[src/rtl/phi_clock_gen.sv]
// phi_clock_gen: two-phase slow clock generated from the fast system clock.
// The high and low phase lengths are programmable. rise_pre and fall_pre are
// one-cycle strobes that fire in the cycle before each dout edge. stop_req
// holds dout low at the end of the current low phase until it is released.
module phi_clock_gen #(
    parameter int CNT_W = 4
) (
    input  logic             clk,
    input  logic             rst,
    input  logic [CNT_W-1:0] hi_len,
    input  logic [CNT_W-1:0] lo_len,
    input  logic             stop_req,
    output logic             dout,
    output logic             rise_pre,
    output logic             fall_pre,
    output logic             stopped
);

    typedef enum logic [1:0] {
        ST_LOW  = 2'd0,
        ST_HIGH = 2'd1,
        ST_STOP = 2'd2
    } state_t;

    state_t           state, state_nxt;
    logic [CNT_W-1:0] cnt, cnt_nxt;
    logic             dout_nxt, stopped_nxt;
    logic [CNT_W-1:0] hi_eff, lo_eff;
    logic             cnt_zero;

    // A zero phase length is clamped to one cycle so the clock never stalls.
    assign hi_eff   = (hi_len == '0) ? CNT_W'(1) : hi_len;
    assign lo_eff   = (lo_len == '0) ? CNT_W'(1) : lo_len;
    assign cnt_zero = (cnt == '0);

    // The strobes are decoded from the current state, so each one leads the
    // registered dout edge by exactly one clk cycle.
    assign rise_pre = ((state == ST_LOW) && cnt_zero && !stop_req) ||
                      ((state == ST_STOP) && !stop_req);
    assign fall_pre = (state == ST_HIGH) && cnt_zero;

    // State, counter and output registers. Reset forces dout low immediately.
    always_ff @(posedge clk or posedge rst) begin
        if (rst) begin
            state   <= ST_LOW;
            cnt     <= '0;
            dout    <= 1'b0;
            stopped <= 1'b0;
        end else begin
            state   <= state_nxt;
            cnt     <= cnt_nxt;
            dout    <= dout_nxt;
            stopped <= stopped_nxt;
        end
    end

    // Next-state logic. Phase lengths are sampled only at the edge that starts
    // a phase, so a length change in the middle of a phase waits for the next
    // phase start.
    always_comb begin
        state_nxt   = state;
        cnt_nxt     = cnt;
        dout_nxt    = dout;
        stopped_nxt = stopped;
        case (state)
            ST_LOW: begin
                if (!cnt_zero) begin
                    cnt_nxt = cnt - CNT_W'(1);
                end else if (stop_req) begin
                    state_nxt   = ST_STOP;
                    dout_nxt    = 1'b0;
                    stopped_nxt = 1'b1;
                end else begin
                    state_nxt = ST_HIGH;
                    dout_nxt  = 1'b1;
                    cnt_nxt   = hi_eff - CNT_W'(1);
                end
            end
            ST_HIGH: begin
                // stop_req is ignored in this state: a high phase is never cut
                // short or stretched.
                if (!cnt_zero) begin
                    cnt_nxt = cnt - CNT_W'(1);
                end else begin
                    state_nxt = ST_LOW;
                    dout_nxt  = 1'b0;
                    cnt_nxt   = lo_eff - CNT_W'(1);
                end
            end
            ST_STOP: begin
                if (!stop_req) begin
                    state_nxt   = ST_HIGH;
                    dout_nxt    = 1'b1;
                    cnt_nxt     = hi_eff - CNT_W'(1);
                    stopped_nxt = 1'b0;
                end else begin
                    dout_nxt    = 1'b0;
                    stopped_nxt = 1'b1;
                end
            end
            default: begin
                state_nxt   = ST_LOW;
                cnt_nxt     = '0;
                dout_nxt    = 1'b0;
                stopped_nxt = 1'b0;
            end
        endcase
    end

endmodule

[config.mk]
export PLATFORM = sky130hd
export DESIGN_NAME = phi_clock_gen
export DESIGN_NICKNAME = d
export VERILOG_FILES = /design/src/rtl/phi_clock_gen.sv
export SDC_FILE = /design/constraint.sdc
export NUM_CORES = 1
export LEC_CHECK = 0
export ABC_AREA = 0
export CORE_AREA = 5 5 42 44
export CTS_CLUSTER_DIAMETER = 120
export DETAILED_ROUTE_END_ITERATION = 12
export DIE_AREA = 0 0 47 49
export GPL_TIMING_DRIVEN = 1
export HOLD_SLACK_MARGIN = 0.15
export PLACE_DENSITY = 0.73
export SLEW_MARGIN = 10
export SYNTH_ARGS = -nofsm -noshare
export SYNTH_HDL_FRONTEND = slang
export SYNTH_SLANG_ARGS = --single-unit
[constraint.sdc]
create_clock -name clk -period 2.5 [get_ports clk]
set_input_delay 0.625 -clock clk [delete_from_list [all_inputs] [get_ports clk]]
set_output_delay 0.625 -clock clk [all_outputs]
set_load 0.02 [all_outputs]
# After elaboration in Yosys (flattened, before gate mapping)
# Index checks and enable logic that the tools add are counted.
# word_totals
output_inout_bits	4
wordCells	46
rom_bits	0
latchBits	0
ramBits	0
memories	0
inputBits	11
register_bits	8
# classes
add_sub_neg	3
eq_ne	6
n_reduce_logical	13
n_shift	0
n_lt_le_gt_ge	0
bitwise_logic	1
n_mul	0
n_div	0
muxes	19
# op_table
operator	n
2-to-1 mux 4 bit	5
logical NOT 4 bit	3
one-hot mux 4 bit (3 select lines)	1
subtractor 4 x 1 -> 4 bit, second input constant	3
2-to-1 mux 2 bit	4
inequality test 2 bit, second input constant	4
2-to-1 mux 1 bit	6
one-hot mux 1 bit (3 select lines)	2
one-hot mux 2 bit (3 select lines)	1
AND reduction 3 bit	2
logical AND 1 bit	4
== test 2 x 1 -> 1 bit, second input constant	1
== test 2 bit, second input constant	1
logical NOT 2 bit	1
AND reduction 2 bit	1
logical NOT 1 bit	1
logical OR 1 bit	1
NOT 1 bit	1

# Depth between registers and ports, before layout
# depth
word_depth	6
ltp_mapped	6

# Worst setup path after synthesis
# No wires, ideal clock.
# synth_path
kind	register to output
start	reg cnt[0]
end	out rise_pre
n_path_buf	0
setup_slack_ns	0.385
arrival_time_ns	1.490
stages_incl_launch_ff	7
path_cell_list	dfrtp_1 > inv_1 > ha_1 > nor3b_4 > o21bai_2 > or2_4 > inv_1
# synth_between
elab_chain_cells	4
# synth_rtl
element	line	source
start, declared	26	logic [CNT_W-1:0] cnt, cnt_nxt;
start signal, assigned	51	cnt <= cnt_nxt;
logical NOT 4 bit	34	assign cnt_zero = (cnt == '0);
logical AND 1 bit (2 in a row)	38	assign rise_pre = ((state == ST_LOW) && cnt_zero && !stop_req) ||
logical OR 1 bit	38	
end, declared	14	output logic rise_pre,
# Every way passes these cells.

# Worst setup path after layout
# layout_path
start	reg cnt[1]
end	out rise_pre
# Same word-level chain as after synthesis.

==> flow_metrics.env <==
export IMPL_maximum_number_of_pins_on_one_net_before_global_route_repair=10
export IMPL_timing_max_slew_rel_slack=0.774
export IMPL_worst_ep_arrival_time_ns=1.74
export IMPL_routed_via_count=611
export IMPL_ys_warn_count=0
export IMPL_cts_hold_repair_buffers=0
export IMPL_firstDrtPassIters=4
export IMPL_placementRows=14
export IMPL_design_final_nets=103
export IMPL_grt_overflow=0
export IMPL_num_fill_cells=138
export IMPL_dp_hpwl_mm=1.14
export IMPL_drt_iter0_markers=14
export IMPL_start_util=0.418
export IMPL_finalWorstSetupSlack_ns=0.133
export IMPL_flow_area_growth_from_synthesis_pct=35.0
export IMPL_worst_slew_pin_slew_ns=0.339
export IMPL_synth_enable_flop_cells=0
export IMPL_clock_skew_ns=0.0124
export IMPL_post_route_min_period_ns=2.37
export IMPL_ys_seq_elements=8
export IMPL_maxCapViolations=0
export IMPL_final_antenna_net_count=0
export IMPL_post_route_drc_count=0
export IMPL_syn_mean_instance_area_sq_um=8.49
export IMPL_share_of_the_synthesized_area_in_the_top_cell_type=0.342
export IMPL_post_drt_via_cell_ratio=5.82
export IMPL_clkTransAtPathRegs_ns=0.07
export IMPL_startpoint="cnt[1]$_DFF_PP0_"
export IMPL_grt_total_usage=0.149
export IMPL_worst_endpoint_required_ns=1.88
export IMPL_design_die_area_sq_mm=0.00230
export IMPL_timing_critical_path_to_type="output pin"
export IMPL_vias_in_the_first_global_route=556
export IMPL_setup_repair_after_global_routing_missed_its_margin="false"
export IMPL_period_share=0.947
export IMPL_insertedDiodeCount=0
export IMPL_slew_viol_final=0
export IMPL_wire_length_of_the_first_global_routing_pass_mm=2.42
export IMPL_clock_sink_count=8
export IMPL_utilization=0.564
export IMPL_maximum_clock_frequency_ghz=0.422
export IMPL_synth_area_sq_um=586
export IMPL_wirelength_mm=1.53
export IMPL_boundaryPins=15
export IMPL_yosys_top_cells_area="sky130_fd_sc_hd__dfrtp_1, sky130_fd_sc_hd__nor3_1, sky130_fd_sc_hd__nor2_1"
export IMPL_tritoncts="built"
export IMPL_cp_max_fo=3
export IMPL_hold_violations=0
export IMPL_numPortBuffers=14
export IMPL_numCtsBuffers=3
export IMPL_htree_levels=1
export IMPL_peakVddDrop_mv=0.547
export IMPL_cellPowerDensity_mw_per_mm2=1080
export IMPL_floorplan_die_width_um=47
export IMPL_routedWlPerCell_um=14.6
export IMPL_synth_yosys_seq_area_share=0.342
export IMPL_layout_drive_gt1_share=0.191
export IMPL_synth_async_sr_flop_share=1.00
export IMPL_yosys_cell_types=34
export IMPL_preCtsSetupSlack_ns=-0.0980
export IMPL_floorplan_core_area_sq_mm=0.00140
export IMPL_synth_largest_area_cell="sky130_fd_sc_hd__dfrtp_1"
export IMPL_hold_start="dout$_DFFE_PP0P_"
export IMPL_worst_skew_pair_late_latency_ns=0.28
export IMPL_hold_path_class="flop to flop"
export IMPL_leakage_power_nw=0.338
export IMPL_critPathKind="flop to output pin"
export IMPL_netlist_instances=69
export IMPL_cp_startpoint_kind="flop"
export IMPL_synthesis_nets=81
export IMPL_ctsLongestPathBuffers=2
export IMPL_multi_input_comb_area_sq_um=354
export IMPL_sequential_cell_area_sq_um=200
export IMPL_status="complete, no violations"
export IMPL_ys_flop_type="sky130_fd_sc_hd__dfrtp_1"
export IMPL_gp_congestion=0.815
export IMPL_worst_reg2reg_startpoint="cnt[1]$_DFF_PP0_"
export IMPL_clockRootBuffer="sky130_fd_sc_hd__clkbuf_4"
export IMPL_setup_viol_count_final=0
export IMPL_grt_antenna_before_repair=0
export IMPL_floorplan_die_height_um=49
timing repair:
action                                  in CTS  in global routing
resized for setup                            3                  3
endpoints found under the setup margin       2                  2
hold endpoints to repair                     0                  0
setup buffers                                0                  0
layout by cell type, fill, tap and decap left out, types with 2 or more instances in the layout:
| master | netlist | routed |
|---|---|---|
| sky130_fd_sc_hd__a21oi_1 | 3 | 3 |
| sky130_fd_sc_hd__a31oi_1 | 3 | 3 |
| sky130_fd_sc_hd__buf_4 | 0 | 6 |
| sky130_fd_sc_hd__clkbuf_2 | 0 | 2 |
| sky130_fd_sc_hd__clkbuf_4 | 0 | 3 |
| sky130_fd_sc_hd__clkdlybuf4s50_1 | 0 | 12 |
| sky130_fd_sc_hd__dfrtp_1 | 8 | 8 |
| sky130_fd_sc_hd__inv_1 | 5 | 5 |
| sky130_fd_sc_hd__nand2_1 | 5 | 5 |
| sky130_fd_sc_hd__nor2_1 | 6 | 6 |
| sky130_fd_sc_hd__nor3_1 | 5 | 5 |
| sky130_fd_sc_hd__o21ai_0 | 4 | 4 |
| sky130_fd_sc_hd__o21bai_1 | 2 | 2 |
| sky130_fd_sc_hd__or3_1 | 3 | 3 |
report_power, final:
part           leakage [nW]  total [mW]  internal, mW  switching [mW]
clock                0.0138       0.112        0.0556          0.0561
sequential           0.0995       0.256         0.192          0.0634
combinational         0.225       0.486         0.250           0.236
total                 0.338       0.853         0.498           0.356
cell usage after synthesis (all sizes together), types with 2 or more instances:
library cell and instances:
nor2 7, a31oi 3, o21bai 3, a21oi 3, nor3 5, or3 3, nand2 5, o21ai 5
dfrtp 8, inv 5, clkbuf 2
cells by family (layout without fill, tap and decap cells):
kind of cell | Yosys count | in the layout | share of synthesized area
XOR/XNOR | 1 | 1 | 0.0150
adder cells (fa/ha/maj) | 1 | 1 | 0.0214
buffers and inverters | 8 | 28 | 0.0534
AND/OR/NAND/NOR | 29 | 29 | 0.291
flip-flops | 8 | 8 | 0.342
AO/OA/AOI/OAI | 22 | 22 | 0.278
path summary, 6_finish.rpt:
check	end	slack (ns)	depth (start not counted)
max	rise_pre	0.13	7
min	dout$_DFFE_PP0P_	0.48	2
max reg2reg	cnt[3]$_DFF_PP0_	0.85	7
min reg2reg	dout$_DFFE_PP0P_	0.48	2
max in group asynchronous	state[1]$_DFFE_PP0P_	1.63	2
min in group asynchronous	cnt[2]$_DFF_PP0_	0.61	2
metrics by stage:
stage	total power, mW	hold WS (ns)	instance area (sq um)	setup TNS, ns	std cells
floorplan	0.565	0.441	586	0	69
global placement	0.735	0.464	778	-0.0745	102
detailed placement	0.747	0.469	778	-0.0980	102
CTS	0.857	0.487	800	0	105
global route	0.913	0.504	791	0	105
finish	0.853	0.484	791	0	105
worst max-delay path, cell delays in order, from the launching register on:
cell and delay [ns]:
sky130_fd_sc_hd__dfrtp_1 0.38, sky130_fd_sc_hd__inv_1 0.08, sky130_fd_sc_hd__ha_1 0.19, sky130_fd_sc_hd__nor3b_4 0.24, sky130_fd_sc_hd__o21bai_2 0.11, sky130_fd_sc_hd__or2_4 0.25
sky130_fd_sc_hd__inv_1 0.06, sky130_fd_sc_hd__clkbuf_2 0.16
registers in the layout (all words and copies together) (netlist names):
signal,count
cnt,4
state,2
dout,1
stopped,1
final cells by class:
type                            count  share of cell area
Timing Repair Buffer               20               0.222
Inverter                            5              0.0237
Clock buffer                        3              0.0285
Tap cell                           16              0.0253
Sequential cell                     8               0.253
Multi-Input combinational cell     53               0.448
metal layers:
metal  share of wire  GRT usage
met5               0          0
met2            0.49      0.224
met4           0.043      0.106
met1            0.41      0.183
met3           0.056     0.0221
(Power assumes the default switching activity.)
